[config.mk]
export PLATFORM = sky130hd
export DESIGN_NAME = flame_ctrl_flat
export DESIGN_NICKNAME = d
export VERILOG_FILES = /design/src/rtl/flame_ctrl_if.sv /design/src/rtl/flame_ctrl.sv /design/src/flat_wrapper.sv
export SDC_FILE = /design/constraint.sdc
export NUM_CORES = 1
export LEC_CHECK = 0
export CORE_MARGIN = 2
export CORE_UTILIZATION = 44
export CTS_BUF_LIST = sky130_fd_sc_hd__clkbuf_4
export CTS_CLUSTER_DIAMETER = 60
export CTS_CLUSTER_SIZE = 14
export DETAILED_ROUTE_END_ITERATION = 12
export PLACE_DENSITY = 0.78
export SETUP_SLACK_MARGIN = 0.5
export SYNTH_ARGS = -nofsm -noshare
export SYNTH_HDL_FRONTEND = slang
export SYNTH_SLANG_ARGS = --single-unit
[constraint.sdc]
create_clock -name clk -period 1.7 [get_ports clk]
set_clock_uncertainty 0.1 [all_clocks]
set_input_delay 0.34 -clock clk [delete_from_list [all_inputs] [get_ports clk]]
set_output_delay 0.34 -clock clk [all_outputs]
set_load 0.05 [all_outputs]
[src/rtl/flame_ctrl_if.sv]
// Drop handshake, frame tick and flame-renderer signals shared by flame_ctrl and its requester.
interface flame_ctrl_if;
    logic       frame_tick;
    logic       drop_req;
    logic [9:0] drop_x;
    logic [9:0] drop_y;
    logic       drop_ack;
    logic       busy;
    logic       flame_active;
    logic [9:0] flame_centerX;
    logic [9:0] flame_centerY;
    logic [2:0] sprite_num;
    logic       explode_done;

    modport master (
        output frame_tick, drop_req, drop_x, drop_y,
        input  drop_ack, busy, flame_active, flame_centerX, flame_centerY,
               sprite_num, explode_done
    );

    modport slave (
        input  frame_tick, drop_req, drop_x, drop_y,
        output drop_ack, busy, flame_active, flame_centerX, flame_centerY,
               sprite_num, explode_done
    );
endinterface

[src/rtl/flame_ctrl.sv]
// Bomb fuse / explosion sequencer driving the flame sprite renderer.
// Define FLAME_PINGPONG_EN for a 0..N-1..0 sprite sequence instead of 0..N-1.
module flame_ctrl #(
    parameter int unsigned FUSE_FRAMES       = 120,
    parameter int unsigned FRAMES_PER_SPRITE = 6,
    parameter int unsigned NUM_SPRITES       = 5
) (
    input  logic        clk,
    input  logic        reset,
    flame_ctrl_if.slave bus
);

    typedef enum logic [1:0] {
        IDLE    = 2'd0,
        FUSE    = 2'd1,
        EXPLODE = 2'd2
    } state_e;

    localparam logic [7:0] FUSE_LOAD   = 8'(FUSE_FRAMES);
    localparam logic [3:0] SUB_LOAD    = 4'(FRAMES_PER_SPRITE);
    localparam logic [2:0] LAST_SPRITE = 3'(NUM_SPRITES - 1);

    state_e     state_q, state_d;
    logic [7:0] fuse_q, fuse_d;
    logic [3:0] sub_q, sub_d;
    logic [2:0] sprite_q, sprite_d;
    logic [9:0] cx_q, cx_d;
    logic [9:0] cy_q, cy_d;
    logic       ack_q, ack_d;
    logic       busy_q, busy_d;
    logic       active_q, active_d;
    logic       done_q, done_d;
    logic       finish_s;
`ifdef FLAME_PINGPONG_EN
    logic       dir_q, dir_d;
`endif

    // Clamp to the limit, otherwise snap down to the 32-pixel tile grid (limits are tile aligned).
    function automatic logic [9:0] snap_coord(input logic [9:0] v, input logic [9:0] lim);
        if (v >= lim) begin
            snap_coord = lim;
        end else begin
            snap_coord = {v[9:5], 5'b00000};
        end
    endfunction

    // Next-state, counters and registered-output next values.
    always_comb begin
        state_d  = state_q;
        fuse_d   = fuse_q;
        sub_d    = sub_q;
        sprite_d = sprite_q;
        cx_d     = cx_q;
        cy_d     = cy_q;
        ack_d    = 1'b0;
        done_d   = 1'b0;
        finish_s = 1'b0;
`ifdef FLAME_PINGPONG_EN
        dir_d    = dir_q;
`endif
        case (state_q)
            IDLE: begin
                if (bus.drop_req) begin
                    state_d = FUSE;
                    ack_d   = 1'b1;
                    fuse_d  = FUSE_LOAD;
                    cx_d    = snap_coord(bus.drop_x, 10'd768);
                    cy_d    = snap_coord(bus.drop_y, 10'd544);
                end else begin
                    state_d = IDLE;
                end
            end
            FUSE: begin
                if (bus.frame_tick && (fuse_q == 8'd1)) begin
                    state_d  = EXPLODE;
                    fuse_d   = 8'd0;
                    sub_d    = SUB_LOAD;
                    sprite_d = 3'd0;
`ifdef FLAME_PINGPONG_EN
                    dir_d    = 1'b0;
`endif
                end else if (bus.frame_tick) begin
                    fuse_d = fuse_q - 8'd1;
                end else begin
                    state_d = FUSE;
                end
            end
            EXPLODE: begin
                if (bus.frame_tick && (sub_q == 4'd1)) begin
                    sub_d = SUB_LOAD;
`ifdef FLAME_PINGPONG_EN
                    // Rising leg turns around at the last sprite; falling leg ends after sprite 0.
                    if (!dir_q && (sprite_q != LAST_SPRITE)) begin
                        sprite_d = sprite_q + 3'd1;
                    end else if (sprite_q == 3'd0) begin
                        finish_s = 1'b1;
                    end else begin
                        dir_d    = 1'b1;
                        sprite_d = sprite_q - 3'd1;
                    end
`else
                    if (sprite_q == LAST_SPRITE) begin
                        finish_s = 1'b1;
                    end else begin
                        sprite_d = sprite_q + 3'd1;
                    end
`endif
                end else if (bus.frame_tick) begin
                    sub_d = sub_q - 4'd1;
                end else begin
                    state_d = EXPLODE;
                end
                if (finish_s) begin
                    state_d  = IDLE;
                    done_d   = 1'b1;
                    sprite_d = 3'd0;
                    sub_d    = 4'd0;
                end else begin
                    done_d = 1'b0;
                end
            end
            default: begin
                state_d = IDLE;
            end
        endcase
        busy_d   = (state_d != IDLE);
        active_d = (state_d == EXPLODE);
    end

    // State, counter and output registers.
    always_ff @(posedge clk or posedge reset) begin
        if (reset) begin
            state_q  <= IDLE;
            fuse_q   <= 8'd0;
            sub_q    <= 4'd0;
            sprite_q <= 3'd0;
            cx_q     <= 10'd0;
            cy_q     <= 10'd0;
            ack_q    <= 1'b0;
            busy_q   <= 1'b0;
            active_q <= 1'b0;
            done_q   <= 1'b0;
`ifdef FLAME_PINGPONG_EN
            dir_q    <= 1'b0;
`endif
        end else begin
            state_q  <= state_d;
            fuse_q   <= fuse_d;
            sub_q    <= sub_d;
            sprite_q <= sprite_d;
            cx_q     <= cx_d;
            cy_q     <= cy_d;
            ack_q    <= ack_d;
            busy_q   <= busy_d;
            active_q <= active_d;
            done_q   <= done_d;
`ifdef FLAME_PINGPONG_EN
            dir_q    <= dir_d;
`endif
        end
    end

    assign bus.drop_ack      = ack_q;
    assign bus.busy          = busy_q;
    assign bus.flame_active  = active_q;
    assign bus.flame_centerX = cx_q;
    assign bus.flame_centerY = cy_q;
    assign bus.sprite_num    = sprite_q;
    assign bus.explode_done  = done_q;

endmodule

[src/flat_wrapper.sv]
// flat-port wrapper written by rule: the top's interface ports become plain ports
module flame_ctrl_flat 
#(
    parameter int unsigned FUSE_FRAMES       = 120,
    parameter int unsigned FRAMES_PER_SPRITE = 6,
    parameter int unsigned NUM_SPRITES       = 5
)
  (clk, reset, bus_frame_tick, bus_drop_req, bus_drop_x, bus_drop_y, bus_drop_ack, bus_busy, bus_flame_active, bus_flame_centerX, bus_flame_centerY, bus_sprite_num, bus_explode_done);
  flame_ctrl_if bus_i ();
  input  logic clk;
  input  logic reset;
  input wire logic [$bits(bus_i.frame_tick)-1:0] bus_frame_tick;
  input wire logic [$bits(bus_i.drop_req)-1:0] bus_drop_req;
  input wire logic [$bits(bus_i.drop_x)-1:0] bus_drop_x;
  input wire logic [$bits(bus_i.drop_y)-1:0] bus_drop_y;
  output wire logic [$bits(bus_i.drop_ack)-1:0] bus_drop_ack;
  output wire logic [$bits(bus_i.busy)-1:0] bus_busy;
  output wire logic [$bits(bus_i.flame_active)-1:0] bus_flame_active;
  output wire logic [$bits(bus_i.flame_centerX)-1:0] bus_flame_centerX;
  output wire logic [$bits(bus_i.flame_centerY)-1:0] bus_flame_centerY;
  output wire logic [$bits(bus_i.sprite_num)-1:0] bus_sprite_num;
  output wire logic [$bits(bus_i.explode_done)-1:0] bus_explode_done;
  assign bus_i.frame_tick = bus_frame_tick;
  assign bus_i.drop_req = bus_drop_req;
  assign bus_i.drop_x = bus_drop_x;
  assign bus_i.drop_y = bus_drop_y;
  assign bus_drop_ack = bus_i.drop_ack;
  assign bus_busy = bus_i.busy;
  assign bus_flame_active = bus_i.flame_active;
  assign bus_flame_centerX = bus_i.flame_centerX;
  assign bus_flame_centerY = bus_i.flame_centerY;
  assign bus_sprite_num = bus_i.sprite_num;
  assign bus_explode_done = bus_i.explode_done;
  flame_ctrl #(.FUSE_FRAMES(FUSE_FRAMES), .FRAMES_PER_SPRITE(FRAMES_PER_SPRITE), .NUM_SPRITES(NUM_SPRITES)) u_core (.clk(clk), .reset(reset), .bus(bus_i));
endmodule
==> summary by stage <==
Run status
The flow ran to the end, but the final reports show violations. The checks that failed: setup timing.

Timing
Setup repair after global routing could not meet its margin everywhere. In the finished design, the share of the clock period the worst path needs comes to 109%. The worst slack on hold paths is around 0.26 ns.

The final-report hold violation count is 0. The count of final setup violators is 11. The count of final max-slew check failures is 0. The post-route setup TNS is -0.461 ns. The highest achievable clock rate is 541 MHz. Setup slack on the critical path of the routed design comes to -0.150 ns. The clock period minus worst slack is 1.85 ns.

Finish
The finished cells cover 0.00301 mm^2. The area growth from synthesis to layout is 73.6%. The layout cell share with drive strength beyond 1 is 57.8%. Fill cells in the final layout number 211. The final layout contains 292 nets.

The total inserted antenna cells is 0.

Clock tree
TritonCTS created 5 clock buffers. The count of H-tree levels built during CTS is 2. The clock reaches the later pin of the worst-skew pair after about 0.34 ns. The clock root buffer is sky130_fd_sc_hd__clkbuf_4. The deepest clock path buffer count is 2. The number of hold buffers added after CTS is 0. TritonCTS built the clock tree. The clock transition time at the flip-flop clock pins of the worst setup and hold paths is 0.11 ns. CTS saw 31 sinks.

Logic synthesis
The library cell with the largest summed area after synthesis is sky130_fd_sc_hd__dfrtp_1. The distinct cell type count after synthesis is 42. The synthesized cell area is 0.00174 mm^2. The synthesized design devotes to its leading area cell type 44.7% of total area. The commonest cells after synthesis are sky130_fd_sc_hd__dfrtp_1 (31), sky130_fd_sc_hd__o21ai_0 (17), sky130_fd_sc_hd__inv_1 (13). The most numerous cell in the Yosys netlist is sky130_fd_sc_hd__dfrtp_1. Sequential elements use about 45% of the synthesized area.

By area the synthesized netlist is led by sky130_fd_sc_hd__dfrtp_1 (45%), sky130_fd_sc_hd__ha_1 (7.2%), sky130_fd_sc_hd__o21ai_0 (4.9%), sky130_fd_sc_hd__buf_4 (4.3%), sky130_fd_sc_hd__mux2_2 (3.2%). During synthesis, Yosys emitted a total of 0 warnings. The post-synthesis cell count is 172. The number of synthesized flops with an enable pin is 0.

The share of flip-flops with an asynchronous set or reset after synthesis is 100%. The average cell area after synthesis is 10.1 um^2. For this run, the leading register cell type out of synthesis is sky130_fd_sc_hd__dfrtp_1. In this run, synthesis produced a sequential element count of 31.

Drt
In this run the remaining antenna-violating nets after routing total 0. After detailed routing, the average wire length per cell comes to between 15 and 20 um. The routed via count is 1659. For this run, design rule violations remaining after detail routing come to 0. In this run, the number of DRC markers left after iteration 0 of detailed routing was 81.

The detailed-routing iteration count for the pre-antenna-repair pass is 4. Dividing the detail-routed via count by the number of cells gives roughly 5.4. The aggregate routed wire length is 5.38 mm.

Place
The detailed placement HPWL is around 3 mm. Timing analysis after detailed placement gives a worst setup slack of -0.381 ns. At the end of routability-driven placement, the weighted congestion stood at just under 0.8.

The count of port buffers added during placement is 30. The cell area reported after detailed placement is 0.00246 mm^2.

Min path
The class of the tightest hold or removal check is in -> async.

Setup path
Data arrives at the worst endpoint at ~2.0 ns. The worst reg2reg path endpoint is u_core.fuse_q[6]. The critical path is of the reg -> reg type.

The cell count of the worst reg-to-reg path is 6. STA puts the critical path data required time at between 1.5 and 2 ns. Setup slack on the worst reg-to-reg path comes out at -0.15 ns. In this run the worst path has a maximum fanout of 2. STA classifies the critical path endpoint as a flop. The worst setup path is launched from a flop. In this run the critical register-to-register path is launched from u_core.fuse_q[0].

Floorplan
The initial utilization of the core area, before any placement, comes to 46.7%. The area of the core region is 0.00372 mm^2. The die footprint is 0.00447 mm^2. The floorplan die height is around 67 um. Pin placement for this block handled 51 I/O pins. The width of the die is 66.8 um. Row generation in the floorplan step produced 22 rows.

GRT
In the global route stage, overall resource usage came out at 24.1%. The initial antenna violation count is 0. For this run the aggregate overflow at the end of global routing stands at 0. The number of global-route vias before repair is approximately 1700.

The first global-routing pass estimated 7.94 mm of wire. Entering global routing, the biggest net connects 32 pins.

Run
The total of max-cap violations is 0.

Power and ir drop
The power density over cell area is 1490 mW/mm^2. The worst supply voltage drop on vdd is between 1 and 1.5 mV. The leakage power is 1.29 nW.
per-layer routing:
layer  routed length [um]  track usage [%]  vias up
met5                    0                0        -
met3                  303             8.11       17
met1                 2140             27.4      806
met2                 2770             41.8       67
li1                     -                -      769
met4                  164             9.18        0
cell usage in the layout, fill, tap and decap left out, types with 2 or more instances in the layout:
cell type,Yosys,routed
sky130_fd_sc_hd__and2_1,5,2
sky130_fd_sc_hd__buf_12,0,5
sky130_fd_sc_hd__o21ai_0,17,3
sky130_fd_sc_hd__and2_4,0,3
sky130_fd_sc_hd__o21ai_1,2,9
sky130_fd_sc_hd__buf_6,0,24
sky130_fd_sc_hd__dfrtp_1,31,23
sky130_fd_sc_hd__a31o_1,2,2
sky130_fd_sc_hd__a22o_1,3,3
sky130_fd_sc_hd__mux2_4,0,5
sky130_fd_sc_hd__inv_2,0,8
sky130_fd_sc_hd__o21ai_2,0,6
sky130_fd_sc_hd__clkdlybuf4s50_1,0,12
sky130_fd_sc_hd__inv_1,13,4
sky130_fd_sc_hd__nand2_8,0,2
sky130_fd_sc_hd__dfrtp_2,0,8
sky130_fd_sc_hd__clkbuf_4,0,5
sky130_fd_sc_hd__nor2_4,1,2
sky130_fd_sc_hd__a21oi_1,6,4
sky130_fd_sc_hd__nand2_4,0,2
sky130_fd_sc_hd__nor2_1,7,4
sky130_fd_sc_hd__nand2_1,11,4
sky130_fd_sc_hd__o21bai_1,2,2
sky130_fd_sc_hd__a31oi_4,0,3
sky130_fd_sc_hd__o31a_1,4,4
sky130_fd_sc_hd__nand2_2,0,4
sky130_fd_sc_hd__conb_1,1,10
sky130_fd_sc_hd__nand3_1,4,2
sky130_fd_sc_hd__nand2b_1,6,6
sky130_fd_sc_hd__buf_4,10,39
sky130_fd_sc_hd__ha_1,10,3
sky130_fd_sc_hd__nor2_2,0,2
sky130_fd_sc_hd__nor3_4,1,2
sky130_fd_sc_hd__a31oi_1,5,2
sky130_fd_sc_hd__ha_4,0,7
flip-flops by register name, summed over array words and instances (netlist names):
name,flops
u_core.fuse_q,8
u_core.bus.drop_ack,1
u_core.bus.explode_done,1
u_core.bus.sprite_num,3
u_core.bus.busy,1
u_core.state_q,2
u_core.bus.flame_centerY,5
u_core.sub_q,4
u_core.bus.flame_active,1
u_core.bus.flame_centerX,5
where the power goes:
part / total (W) / internal [W] / switching, W / leakage [nW]
registers: 0.00120 / 0.000957 / 0.000245 / 0.370
clock network: 0.000416 / 0.000146 / 0.000269 / 0.0285
logic: 0.00287 / 0.00134 / 0.00154 / 0.891
total: 0.00449 / 0.00244 / 0.00205 / 1.29
cell families (layout without fill, tap and decap cells):
group | after synthesis | in the layout | share of synthesized area, %
and+or+nand+nor | 47 | 48 | 16.7
buffers and inverters | 26 | 102 | 7.78
DFF | 31 | 31 | 44.7
adders and majority gates | 10 | 10 | 7.20
muxes | 6 | 6 | 3.82
AOI/OAI and AO/OA | 51 | 51 | 19.6
other | 1 | 10 | 0.216
how the worst max path moves through the flow:
| stage | cells past startpoint | to | startpoint | slack (ns) |
|---|---|---|---|---|
| 2_1_floorplan | 6 | u_core.fuse_q[6] | u_core.fuse_q[0] | -0.12 |
| 3_3_place_gp | 6 | u_core.fuse_q[7] | bus_frame_tick | -0.34 |
| 3_5_place_dp | 6 | u_core.fuse_q[7] | bus_frame_tick | -0.38 |
| 4_1_cts | 6 | u_core.fuse_q[6] | u_core.fuse_q[0] | -0.15 |
| 5_1_grt | 6 | u_core.fuse_q[6] | u_core.fuse_q[0] | -0.24 |
| 6_report | 6 | u_core.fuse_q[6] | u_core.fuse_q[0] | -0.15 |
critical path, stage by stage, from the launching register on:
cell	delay [ns]
sky130_fd_sc_hd__dfrtp_1	0.41
sky130_fd_sc_hd__inv_2	0.08
sky130_fd_sc_hd__ha_4	0.13
sky130_fd_sc_hd__or3b_4	0.38
sky130_fd_sc_hd__or3_4	0.34
sky130_fd_sc_hd__o31a_1	0.24
sky130_fd_sc_hd__o21ai_1	0.11
what timing repair did:
item	4_1_cts	5_1_grt
gates resized for setup	55	31
setup endpoints to repair	48	48
gates cloned	0	1
buffers inserted	14	8
pin swaps	11	19
stage by stage:
step | std cells | utilization [%] | total power (W)
after global placement | 276 | 66.1 | 0.00318
after floorplan | 181 | - | 0.00256
after detailed placement | 276 | 66.1 | 0.00324
final | 306 | 81.1 | 0.00449
after CTS | 297 | 75.9 | 0.00406
after global routing | 306 | 81.1 | 0.00470
final cells by class:
cell class / count / area (um^2) / share of cell area (%)
clock buffer: 5 / 37.5 / 1.25
inverter: 13 / 51.3 / 1.70
sequential: 31 / 786 / 26.1
timing repair buffer: 82 / 807 / 26.8
multi-input combinational: 125 / 1260 / 41.9
tap: 48 / 60.1 / 1.99
clock inverter: 2 / 8.76 / 0.291
No activity file was read; power rests on OpenSTA's default activity.
